<file path="config.mk">
export PLATFORM = sky130hd
export DESIGN_NAME = spi_host_initiator
export DESIGN_NICKNAME = d
export VERILOG_FILES = /design/src/rtl/spi_host_initiator.sv
export SDC_FILE = /design/constraint.sdc
export NUM_CORES = 1
export LEC_CHECK = 0
export ABC_AREA = 1
export CAP_MARGIN = 5
export CORE_MARGIN = 10
export CORE_UTILIZATION = 50
export CTS_CLUSTER_SIZE = 24
export DETAILED_ROUTE_END_ITERATION = 7
export HOLD_SLACK_MARGIN = 0.12
export PLACE_DENSITY = 0.75
export SYNTH_ARGS = -nofsm -noshare
export SYNTH_HDL_FRONTEND = slang
export SYNTH_SLANG_ARGS = --single-unit
</file>
<file path="constraint.sdc">
create_clock -name SCLK -period 6.3 [get_ports SCLK]
set_clock_uncertainty 0.2 [all_clocks]
set_input_delay 0.63 -clock SCLK [delete_from_list [all_inputs] [get_ports SCLK]]
set_output_delay 0.63 -clock SCLK [all_outputs]
set_load 0.01 [all_outputs]
</file>
<file path="src/rtl/spi_host_initiator.sv">
// SPI mode-0 host for the 4-byte configuration frame {instr, addr[15:8], addr[7:0], data}.
// SPI_CLK is divided from SCLK; the byte shifted in on MISO during the data byte is returned.
module spi_host_initiator #(
    parameter int unsigned HALF_PERIOD = 2,
    parameter int unsigned GAP_CYCLES  = 4
) (
    input  logic        SCLK,
    input  logic        RESET,
    input  logic        cmd_valid,
    output logic        cmd_ready,
    input  logic [7:0]  cmd_instr,
    input  logic [15:0] cmd_addr,
    input  logic [7:0]  cmd_wdata,
    output logic        rsp_valid,
    output logic [7:0]  rsp_rdata,
    output logic        busy,
    output logic        SS_n,
    output logic        SPI_CLK,
    output logic        MOSI,
    input  logic        MISO
);

    localparam int unsigned HW = $clog2(HALF_PERIOD + 1);
    localparam int unsigned GW = $clog2(GAP_CYCLES + 1);
    localparam logic [HW-1:0] HP_LAST  = HW'(HALF_PERIOD - 1);
    localparam logic [GW-1:0] GAP_LAST = GW'(GAP_CYCLES - 1);

    localparam logic [2:0] StIdle    = 3'd0;
    localparam logic [2:0] StSetup   = 3'd1;
    localparam logic [2:0] StShiftHi = 3'd2;
    localparam logic [2:0] StShiftLo = 3'd3;
    localparam logic [2:0] StEnd     = 3'd4;
    localparam logic [2:0] StGap     = 3'd5;

    logic [2:0]    state_q, state_d;
    logic [HW-1:0] hp_cnt_q, hp_cnt_d;
    logic [GW-1:0] gap_cnt_q, gap_cnt_d;
    logic [4:0]    bit_cnt_q, bit_cnt_d;
    logic          last_q, last_d;
    logic [31:0]   tx_q, tx_d;
    logic [7:0]    rx_q, rx_d;
    logic          ss_n_q, ss_n_d;
    logic          spi_clk_q, spi_clk_d;
    logic          mosi_q, mosi_d;
    logic          cmd_ready_q, cmd_ready_d;
    logic          busy_q, busy_d;
    logic          rsp_valid_q, rsp_valid_d;
    logic [7:0]    rsp_rdata_q, rsp_rdata_d;

    always_comb begin
        state_d     = state_q;
        hp_cnt_d    = hp_cnt_q;
        gap_cnt_d   = gap_cnt_q;
        bit_cnt_d   = bit_cnt_q;
        last_d      = last_q;
        tx_d        = tx_q;
        rx_d        = rx_q;
        ss_n_d      = ss_n_q;
        spi_clk_d   = spi_clk_q;
        mosi_d      = mosi_q;
        cmd_ready_d = cmd_ready_q;
        busy_d      = busy_q;
        rsp_valid_d = 1'b0;
        rsp_rdata_d = rsp_rdata_q;

        case (state_q)
            StIdle: begin
                if (cmd_valid && cmd_ready_q) begin
                    state_d     = StSetup;
                    tx_d        = {cmd_instr, cmd_addr, cmd_wdata};
                    mosi_d      = cmd_instr[7];
                    ss_n_d      = 1'b0;
                    spi_clk_d   = 1'b0;
                    cmd_ready_d = 1'b0;
                    busy_d      = 1'b1;
                    hp_cnt_d    = '0;
                    bit_cnt_d   = '0;
                    last_d      = 1'b0;
                end
            end

            StSetup: begin
                if (hp_cnt_q == HP_LAST) begin
                    state_d   = StShiftHi;
                    hp_cnt_d  = '0;
                    spi_clk_d = 1'b1;
                    rx_d      = {rx_q[6:0], MISO};
                end else begin
                    hp_cnt_d = hp_cnt_q + HW'(1);
                end
            end

            StShiftHi: begin
                if (hp_cnt_q == HP_LAST) begin
                    state_d   = StShiftLo;
                    hp_cnt_d  = '0;
                    spi_clk_d = 1'b0;
                    // Bit 31 keeps MOSI through its low phase as hold time.
                    if (bit_cnt_q == 5'd31) begin
                        last_d = 1'b1;
                    end else begin
                        bit_cnt_d = bit_cnt_q + 5'd1;
                        tx_d      = {tx_q[30:0], 1'b0};
                        mosi_d    = tx_q[30];
                    end
                end else begin
                    hp_cnt_d = hp_cnt_q + HW'(1);
                end
            end

            StShiftLo: begin
                if (hp_cnt_q == HP_LAST) begin
                    hp_cnt_d = '0;
                    if (last_q) begin
                        state_d     = StEnd;
                        ss_n_d      = 1'b1;
                        mosi_d      = 1'b0;
                        rsp_valid_d = 1'b1;
                        rsp_rdata_d = rx_q;
                    end else begin
                        state_d   = StShiftHi;
                        spi_clk_d = 1'b1;
                        rx_d      = {rx_q[6:0], MISO};
                    end
                end else begin
                    hp_cnt_d = hp_cnt_q + HW'(1);
                end
            end

            StEnd: begin
                state_d   = StGap;
                gap_cnt_d = '0;
            end

            StGap: begin
                if (gap_cnt_q == GAP_LAST) begin
                    state_d     = StIdle;
                    cmd_ready_d = 1'b1;
                    busy_d      = 1'b0;
                end else begin
                    gap_cnt_d = gap_cnt_q + GW'(1);
                end
            end

            default: begin
                state_d     = StIdle;
                ss_n_d      = 1'b1;
                spi_clk_d   = 1'b0;
                mosi_d      = 1'b0;
                cmd_ready_d = 1'b1;
                busy_d      = 1'b0;
            end
        endcase
    end

    always_ff @(posedge SCLK or posedge RESET) begin
        if (RESET) begin
            state_q     <= StIdle;
            hp_cnt_q    <= '0;
            gap_cnt_q   <= '0;
            bit_cnt_q   <= '0;
            last_q      <= 1'b0;
            tx_q        <= '0;
            rx_q        <= '0;
            ss_n_q      <= 1'b1;
            spi_clk_q   <= 1'b0;
            mosi_q      <= 1'b0;
            cmd_ready_q <= 1'b1;
            busy_q      <= 1'b0;
            rsp_valid_q <= 1'b0;
            rsp_rdata_q <= '0;
        end else begin
            state_q     <= state_d;
            hp_cnt_q    <= hp_cnt_d;
            gap_cnt_q   <= gap_cnt_d;
            bit_cnt_q   <= bit_cnt_d;
            last_q      <= last_d;
            tx_q        <= tx_d;
            rx_q        <= rx_d;
            ss_n_q      <= ss_n_d;
            spi_clk_q   <= spi_clk_d;
            mosi_q      <= mosi_d;
            cmd_ready_q <= cmd_ready_d;
            busy_q      <= busy_d;
            rsp_valid_q <= rsp_valid_d;
            rsp_rdata_q <= rsp_rdata_d;
        end
    end

    assign cmd_ready = cmd_ready_q;
    assign rsp_valid = rsp_valid_q;
    assign rsp_rdata = rsp_rdata_q;
    assign busy      = busy_q;
    assign SS_n      = ss_n_q;
    assign SPI_CLK   = spi_clk_q;
    assign MOSI      = mosi_q;

endmodule

</file>
# After elaboration in Yosys (flattened, before gate mapping)
# Index checks and enable logic that the tools add are counted.
# Widths: inputs -> output; s select.
totals:
  regBits: 67
  latchBits: 0
  ram_bits: 0
  romBits: 0
  input_bits: 36
  mem_count: 0
classes:
  n_addsub: 3
  mul: 0
  div: 0
  magnitude_cmp: 0
  eq_ne: 18
  shift: 0
  mux: 50
  bitwise_logic: 4
  n_reduce_logical: 22
op_table:
  columns: ["op", "count"]
  rows:
  - ["$mux 31", 3]
  - ["$pmux 31 s2", 1]
  - ["$mux 8", 3]
  - ["$mux 3", 7]
  - ["$mux 1", 20]
  - ["$ne 2x2->1 const B", 10]
  - ["$pmux 3 s6", 1]
  - ["$pmux 8 s2", 1]
  - ["$reduce_and 4->1", 4]
  - ["$mux 5", 3]
  - ["$reduce_and 6->1", 2]
  - ["$pmux 5 s2", 1]
  - ["$eq 3x2->1 const B", 3]
  - ["$pmux 1 s3", 3]
  - ["$reduce_bool 2->1", 4]
  - ["$reduce_or 4->1", 2]
  - ["$eq 3x3->1 const B", 2]
  - ["$pmux 3 s2", 1]
  - ["$reduce_and 3->1", 2]
  - ["$reduce_or 3->1", 2]
  - ["$add 5x1->5 const B", 1]
  - ["$eq 5x5->1 const B", 1]
  - ["$pmux 1 s5", 1]
  - ["$reduce_and 5->1", 1]
  - ["other kinds (13)", 18]

# Longest topological paths before layout
# Gate-level depths: netlist of run 1.
logic_depth:
  ltp_word: 4
  depth_mapped: 11
  ltp_nobuf: 9

# Worst setup path before layout of run 1
# Ideal clock, no wire load.
synth_timing:
  path_type: "register -> register"
  from: "register bit_cnt_q[0]"
  to: "register tx_q[1]"
  arrival_time_ns: 1.559
  slack_ns: 4.417
  path_stages_with_launch: 12
  synth_period_minus_slack_ns: 1.883
  path_cell_list: "dfrtp_1 ha_1 nand2_1 nor2_1 ha_1 inv_1 o21ai_1 nand3b_4 buf_6 buf_4 nand2_1 o21ai_1"
synth_between:
  elab_chain_cells: 3
synth_rtl:
  columns: ["item", "line_no", "rtl"]
  rows:
  - ["from (decl)", "38", "logic [4:0] bit_cnt_q, bit_cnt_d;"]
  - ["from (signal assigned)", "176", "bit_cnt_q <= bit_cnt_d;"]
  - ["$eq 5x5->1", "99", "if (bit_cnt_q == 5'd31) begin"]
  - ["$ne 2x2->1 (no line)", null, null]
  - ["$reduce_and 4->1 (no line)", null, null]
  - ["to (signal assigned)", "178", "tx_q <= tx_d;"]
  - ["to (decl)", "40", "logic [31:0] tx_q, tx_d;"]
# No other way between the ends.
# A chain may end at the register's enable or synchronous reset.

# Final worst setup path of run 1
layout_timing:
  from: "register bit_cnt_q[0]"
  to: "register tx_q[4]"
# The elaborated chain is that of the path after synthesis.

==> run summary, run 1 <==
The tools report the sink count of the clock tree as 67. Across the run, the number of max-cap violations was 0. Once the clock tree was built, the setup fixing pass inserted 0 buffers. In the final routed layout, each cell accounts on average for 12.2 µm. Data arrives at the worst endpoint at 2.39 ns. Setup repair after global routing left no endpoint under its margin. The ratio of routed vias to standard cells is 4.93, and the worst max-slew margin expressed relative to the limit is 31.3%. The startpoint of the worst register-to-register path is bit_cnt_q[0]. The number of failing hold endpoints at the final stage was 0.

In this run the mean area of a mapped cell was 8.01 µm². Yosys printed 0 warnings. For the pin with the worst max-slew slack, the measured transition is 1.03 ns.

Wires add up to 6520 µm. The worst-case IR drop observed on VDD is 0.000250 V. The final standard cell count with taps included and fillers excluded was 533. The run gives 9 as the CTS buffer count.

The launch instance of the worst min-delay path was SS_n. The total number of vias is 2630. For this run, design rule violations remaining after detail routing come to 0. After routing the design area is 3940 µm². The run finished with clean final reports.

The congestion estimate from routability-driven global placement came to 0.877. For this configuration, the core starts out at a cell density of 51.3%. The first TritonRoute pass finished after 4 iterations. The width of the die is 101 µm, and the accumulated negative setup slack is 0 ns. The class of the most critical hold timing path is reg2reg. Global routing finished with a remaining overflow of 0.

In this run the cell area measured after placement is 3740 µm². Counting flops and latches in the post-synthesis netlist gives 67. The CTS clock-pin slew for the worst setup and hold paths came out at 0.08 ns. In the finished design, the share of the clock period the worst path needs comes to 37.9%. The cell sitting at the root of the clock tree is a clkbuf_8. TritonCTS built the clock tree. Hold buffer count at CTS: 0. The nature of the critical path startpoint is a register. In this run, post-CTS repair resized a total of 0 instances. The y dimension of the die is 101 µm. The logs give 419 MHz for the maximum clock frequency and 101 for the violation count after the first detailed-routing iteration.

The power density over cell area was 444 nW/µm²; the utilization after layout was 62.0%. The run gives 0 as the final max-slew violation count. The nature of the critical path endpoint is a register.

The critical path goes through ha_1 > nand2_1 > nor2_1 > ha_1 > inv_1 > o21ai_1 > nand3b_4 > nand2_1 > o21ai_1. From synthesis to final layout, the design area changed by 20.8%. In this run the cell area of the synthesized design comes to 3260 µm².

The layout net count was 491. The net switching power is 722 µW. The netlist uses 24 different library cells.

H-tree depth: 3. Registers are responsible for 39.1% of the overall power. The run gives 6350 µm² as the area inside the core boundary. The number of global-route vias before repair was 2587; the post-synthesis cell count was 407.

The launch point of the worst path is bit_cnt_q[0]. Subtracting the final worst setup slack from the clock period gives 2.39 ns. The internal portion of the total power is 1030 µW. The repair_antennas step left the layout with diodes totalling 0. The floorplan row count is 29, and the half-perimeter wire length after detailed placement is 4530 µm. The logs give 0 for the initial antenna violation count and 2 for the maximum number of buffers from clock root to sink. For this run, the register share of the synthesized area comes to 51.5%. The global-route total usage across every layer is 13.7%, and the switching fraction of total power is 41.3%. Clock latency on the worst-skew pair, taken at its later pin, is 0.35 ns. Cells with a size suffix above 1 make up 6.80% of the layout. Number of setup violations in the final report: 0.

Counting every net in the synthesized netlist gives 447. In this run the count of I/O pins placed on the die edge is 50. The clock group share of total power was 20.5%. Input and output buffers added on the ports amount to 49.

For the worst setup path, the data required time is 6.30 ns. The first global-routing pass estimated 11400 µm of wire. The post-detailed-route count of antenna-violating nets was 0. The cell leakage power was 0.00202 µW.

In this run the worst path has a maximum fanout of 66. The die covers 10100 µm². For this design, the slowest cell found on the critical path is nand3b_4.

The critical path in this run is classified as reg2reg. The maximum number of pins on one net before global-route repair was 68. The maximum single-stage delay on the critical path is 0.59 ns. The part of the power in combinational logic is 40.4%, and the number of instances in the placed design is 517.
logic make-up (layout without fill, tap and decap cells):
kind of cell / count (synthesis) / count (layout) / synth area share [%]
XOR/XNOR: 1 / 1 / 0.269
AO/OA/AOI/OAI: 92 / 92 / 14.2
flip-flops: 67 / 67 / 51.5
buffers and inverters: 70 / 119 / 9.75
AND/OR/NAND/NOR: 173 / 173 / 22.7
adder cells (fa/ha/maj): 4 / 4 / 1.54
metal layers:
metal | track usage (%) | wire length [µm] | vias up
met5 | 0 | 0 | -
met4 | 4.67 | 106 | 0
met3 | 4.46 | 268 | 9
met2 | 23.1 | 3200 | 39
met1 | 15.9 | 2950 | 1202
li1 | - | - | 1380
stage by stage:
step                hold slack, ns  setup WS, ns  total power [µW]
finish                       0.265          3.91              1750
global route                 0.303          3.67              1920
CTS                          0.266          3.91              1770
detailed placement           0.254          3.78              1400
global placement             0.249          3.85              1370
floorplan                    0.244          3.79              1280
sequential cells by signal, indices dropped and copies added, names as in the netlist:
signal     count
rsp_rdata      8
SPI_CLK        1
busy           1
SS_n           1
state_q        3
MOSI           1
hp_cnt_q       2
rsp_valid      1
last_q         1
bit_cnt_q      5
gap_cnt_q      3
cmd_ready      1
tx_q          31
rx_q           8
power groups by stage:
| stage | Clock, µW | Combinational (µW) | Sequential (µW) |
|---|---|---|---|
| 3_3_place_gp | 0 | 683 | 687 |
| 2_1_floorplan | 0 | 608 | 667 |
| 5_1_grt | 390 | 823 | 706 |
| 4_1_cts | 368 | 715 | 684 |
| 6_report | 359 | 706 | 684 |
| 3_5_place_dp | 0 | 710 | 690 |
worst max-delay path, delay by kind of cell, from the launching register on:
family / cells / cell delay (ns)
simple gates: 4 / 0.93
flops: 1 / 0.43
fa+ha+maj: 2 / 0.43
compound gates: 2 / 0.16
buf+inv: 1 / 0.06
synth_stat cells (all sizes together):
cell type	count	share of area, %
o21ai	78	12
a21oi	12	1.8
buf	16	3.5
clkbuf	1	0.12
ha	4	1.5
xnor2	1	0.27
inv	53	6.1
a31oi	1	0.19
nand3b	1	0.61
nand2	128	15
dfrtp	65	50
nor2	25	3.6
dfstp	2	1.6
nand4	2	0.38
nand3	17	3.1
o211ai	1	0.23
path summary, 6_finish.rpt:
kind	cells after the start	end	slack (ns)
max in group asynchronous	3	rsp_rdata[3]	4.72
min	2	SS_n	0.27
max reg2reg	9	tx_q[4]	3.91
min reg2reg	2	SS_n	0.27
max	9	tx_q[4]	3.91
min in group asynchronous	3	MOSI	0.64
cells in the final DEF (no fill, tap or decap), drive strengths merged, types with 4 or more instances in the layout:
cell type / instances
nand2: 128
a21oi: 12
dfrtp: 65
inv: 55
nor2: 25
clkbuf: 9
ha: 4
o21ai: 78
nand3: 17
clkdlybuf4s50: 49
cell type report:
type | count | area, µm²
fill | 568 | 2410
sequential | 67 | 1680
multi-input combinational | 270 | 1260
timing repair buffer | 50 | 498
inverter | 53 | 199
clock buffer | 9 | 124
tap | 77 | 96.3
clock inverter | 7 | 76.3
(Power assumes the default switching activity.)
==> run 2: changes to the inputs <==
--- a/config.mk
+++ b/config.mk
@@ -8,7 +8,7 @@
 export ABC_AREA = 1
 export CAP_MARGIN = 5
 export CORE_MARGIN = 10
-export CORE_UTILIZATION = 50
+export CORE_UTILIZATION = 48
 export CTS_CLUSTER_SIZE = 24
 export DETAILED_ROUTE_END_ITERATION = 7
 export HOLD_SLACK_MARGIN = 0.12
==> constraint.sdc (replaced) <==
create_clock -name SCLK -period 1.92 [get_ports SCLK]
set_clock_uncertainty 0.2 [all_clocks]
set_input_delay 0.192 -clock SCLK [delete_from_list [all_inputs] [get_ports SCLK]]
set_output_delay 0.192 -clock SCLK [all_outputs]
set_load 0.01 [all_outputs]
==> run summary, run 2 (synthesized netlist as in run 1, its figures left out) <==
Once the floorplan was initialized, standard cells occupied 50.5% of the core. The number of flip-flops under the largest register name came out at 31. Highest-utilization routing layer at the global route stage: met2. The cell repeated most along the worst path was ha_2. TritonCTS built the clock tree.

For the pin with the worst max-slew slack, the measured transition is 0.445 ns. In this run the number of H-tree levels came out at 3. The flow ran to the end, and the final reports show no timing, DRC or antenna violations. For this design, the sink count on the clock tree is 67. The signal on the critical path passes through ha_2 > nand2_2 > nor2_2 > ha_2 > inv_2 > o21ai_2 > nand3b_4 > buf_12 > nand2_1 > o21ai_1.

The number of antenna cells inserted came out at 0. The worst setup path is of the reg2reg kind. Setup repair after global routing could not meet its margin everywhere. The floorplan row count was 29; the number of instances in the placed design was 527. The CTS clock-pin slew for the worst setup and hold paths was 0.07 ns; the routed wire length was 7080 µm. For the post-CTS setup buffer count, the log shows 0. VDD sags by at most 0.000873 V. The final max-slew violation count came out at 0. The tools report the number of maximum-capacitance constraint violations as 0. In this run the clock root is driven by a clkbuf_8.

STA puts the critical path data arrival time at 1.98 ns. The floorplan step defined a die boundary enclosing 10500 µm². The initial antenna violation count is 0. The run gives 0.867 as the global placement routability congestion. Global routing consumed, on the met1 layer, 16.4% of the routing resources.

The logs give 0.00213 µW for the cell leakage power and 523 MHz for the maximum clock frequency. The share of cells above drive strength 1 is 11.5%, and the number of fill cells is 532. The tools report the number of setup violations in the final report as 0. In this run the worst setup path begins at bit_cnt_q[0]. The setup slack of the worst register-to-register path was 0.007 ns.

The wire length of the first global-routing pass is 11900 µm, and the path depth of the worst reg2reg path is 10. The floorplan step set the die height to 102 µm. In this run the worst hold path is classified as in2reg. Global-route total usage across every layer: 14.1%.

In this run the remaining antenna-violating nets after routing total 0. The longest clock path from root to sink contains 2 buffers. After detailed routing, the number of vias per cell comes to 4.94.

The tools report the startpoint of the worst register-to-register path as bit_cnt_q[0]. Input and output buffers added on the ports amount to 49. Compared with the post-synthesis result, the final layout area differs by 28.3%. The later pin in the worst-skew pair is clocked with a latency of 0.34 ns. In the finished design, the share of the clock period the worst path needs comes to 99.6%.

For the final standard cell count with taps included and fillers excluded, the log shows 546. The routed layout has 2696 vias. The library cells used most frequently in the layout, excluding fill and tap cells, are nand2_1 (121), dfrtp_1 (65), inv_1 (50). The worst path in the final design needs a cycle of 1.91 ns, including I/O delays and setup. The number of global-route vias before repair was 2659. The run gives 0 as the number of failing hold endpoints at the final stage.

Layout net count: 504. STA classifies the critical path startpoint as a register. STA classifies the critical path endpoint as a register. The maximum single-stage delay on the critical path was 0.37 ns.

Entering global routing, the biggest net connects 50 pins. At the worst endpoint, the required time is 1.98 ns. For met2 alone, demand over resource in global routing was 23.8%. In this run the power density over the cells is 1510 nW/µm².

The pre-antenna-repair detailed-routing pass consisted of 4 iterations. The logs give 70.0% for the worst max-slew margin expressed relative to the limit and 4990 µm for the half-perimeter wire length after detailed placement. The most critical setup path has its endpoint at tx_q[19].

The die is 102 µm wide. Setup total negative slack on the finished layout was measured at 0 ns. For the I/O pin count, the log shows 50. The library cell used most frequently in the layout, excluding fill and tap cells, is nand2_1.

The worst-path maximum fanout works out to 24. The tools report the endpoint of the lowest-slack register-to-register path as tx_q[19]. Counting flops per register, the top entry is tx_q. The tools report the CTS buffer count as 9. In the final routed layout, each cell accounts on average for 13.0 µm.

The total overflow left after global routing is 0. Area inside the core boundary: 6460 µm². Violation count after the first detailed-routing iteration: 87. For this run, global-route usage on met3 was measured as 4.32%.

Among all stages on the critical path, the largest delay is contributed by dfrtp_1. For the remaining routing DRC violations, the log shows 0.
## run 2: cell types whose count changed in the layout (fill, tap and decap cells not counted), sizes merged
| cell | previous run | this run |
|---|---|---|
| buf | 1 | 12 |
| bufinv | 1 | 2 |
| clkbuf | 9 | 10 |
| clkinv | 2 | 5 |
| clkinvlp | 2 | 1 |
| dlygate4sd3 | 0 | 1 |
| inv | 55 | 52 |
## run 2: timing repair
action / in CTS / in global routing
hold buffers: 1 / 0
gates resized for setup: 0 / 11
hold endpoints to repair: 12 / 0
setup endpoints to repair: 0 / 36
## run 2: worst max-delay path: cells and delay by family, from the launching register on
family	cells	cell delay, ns
AOI/OAI and AO/OA	2	0.20
adders and majority gates	2	0.40
buffers and inverters	2	0.22
DFF	1	0.37
and+or+nand+nor	4	0.45
## run 2: how the worst min path moves through the flow
| stage | cells after the start | end | slack [ns] | startpoint |
|---|---|---|---|---|
| global route | 3 | rx_q[0] | 0.23 | MISO |
| global placement | 2 | SS_n | 0.25 | SS_n |
| finish | 3 | tx_q[0] | 0.22 | cmd_wdata[0] |
| detailed placement | 2 | SS_n | 0.25 | SS_n |
| CTS | 3 | tx_q[0] | 0.20 | cmd_wdata[0] |
| floorplan | 2 | tx_q[0] | 0.13 | cmd_wdata[0] |
## run 2: layout make-up
type	count	area [µm²]	area share (%)
Sequential cell	67	1680	40.2
Multi-Input combinational cell	270	1290	30.9
Timing Repair Buffer	63	694	16.6
Inverter	53	203	4.85
Clock buffer	9	124	2.96
Tap cell	77	96.3	2.30
Clock inverter	7	92.6	2.21
## run 2: metrics by stage
| stage | cell area (µm²) | util (%) | setup WS (ns) | hold slack, ns | power, µW |
|---|---|---|---|---|---|
| 4_1_cts | 4120 | 63.8 | 0.0205 | 0.201 | 6190 |
| 6_report | 4180 | 64.7 | 0.00737 | 0.220 | 6330 |
| 2_1_floorplan | 3260 | - | 0.0373 | 0.130 | 4190 |
| 5_1_grt | 4180 | 64.7 | -0.0978 | 0.226 | 6860 |
| 3_5_place_dp | 3890 | 60.2 | 0.0276 | 0.254 | 4890 |
| 3_3_place_gp | 3890 | 60.2 | 0.0859 | 0.250 | 4790 |
## run 2: per-layer routing
layer,share of wire [%],routed length [µm]
met2,51,3590
met4,1.0,73
met3,4.5,317
met5,0,0
met1,44,3100
## run 2: report_power, final
group	internal (µW)	switching, µW	leakage (µW)	total (µW)
Sequential	1950	301	0.000834	2250
Clock	728	542	0.000113	1270
Combinational	1160	1650	0.00119	2810
Total	3840	2490	0.00213	6330
==> run 3: changes to the inputs <==
--- a/config.mk
+++ b/config.mk
@@ -11,8 +11,10 @@
 export CORE_UTILIZATION = 48
 export CTS_CLUSTER_SIZE = 24
 export DETAILED_ROUTE_END_ITERATION = 7
+export GPL_ROUTABILITY_DRIVEN = 1
 export HOLD_SLACK_MARGIN = 0.12
 export PLACE_DENSITY = 0.75
+export SLEW_MARGIN = 20
 export SYNTH_ARGS = -nofsm -noshare
 export SYNTH_HDL_FRONTEND = slang
 export SYNTH_SLANG_ARGS = --single-unit
==> results of run 3 <==
Same layout as run 2: the final DEF is identical, and so are final timing and power.
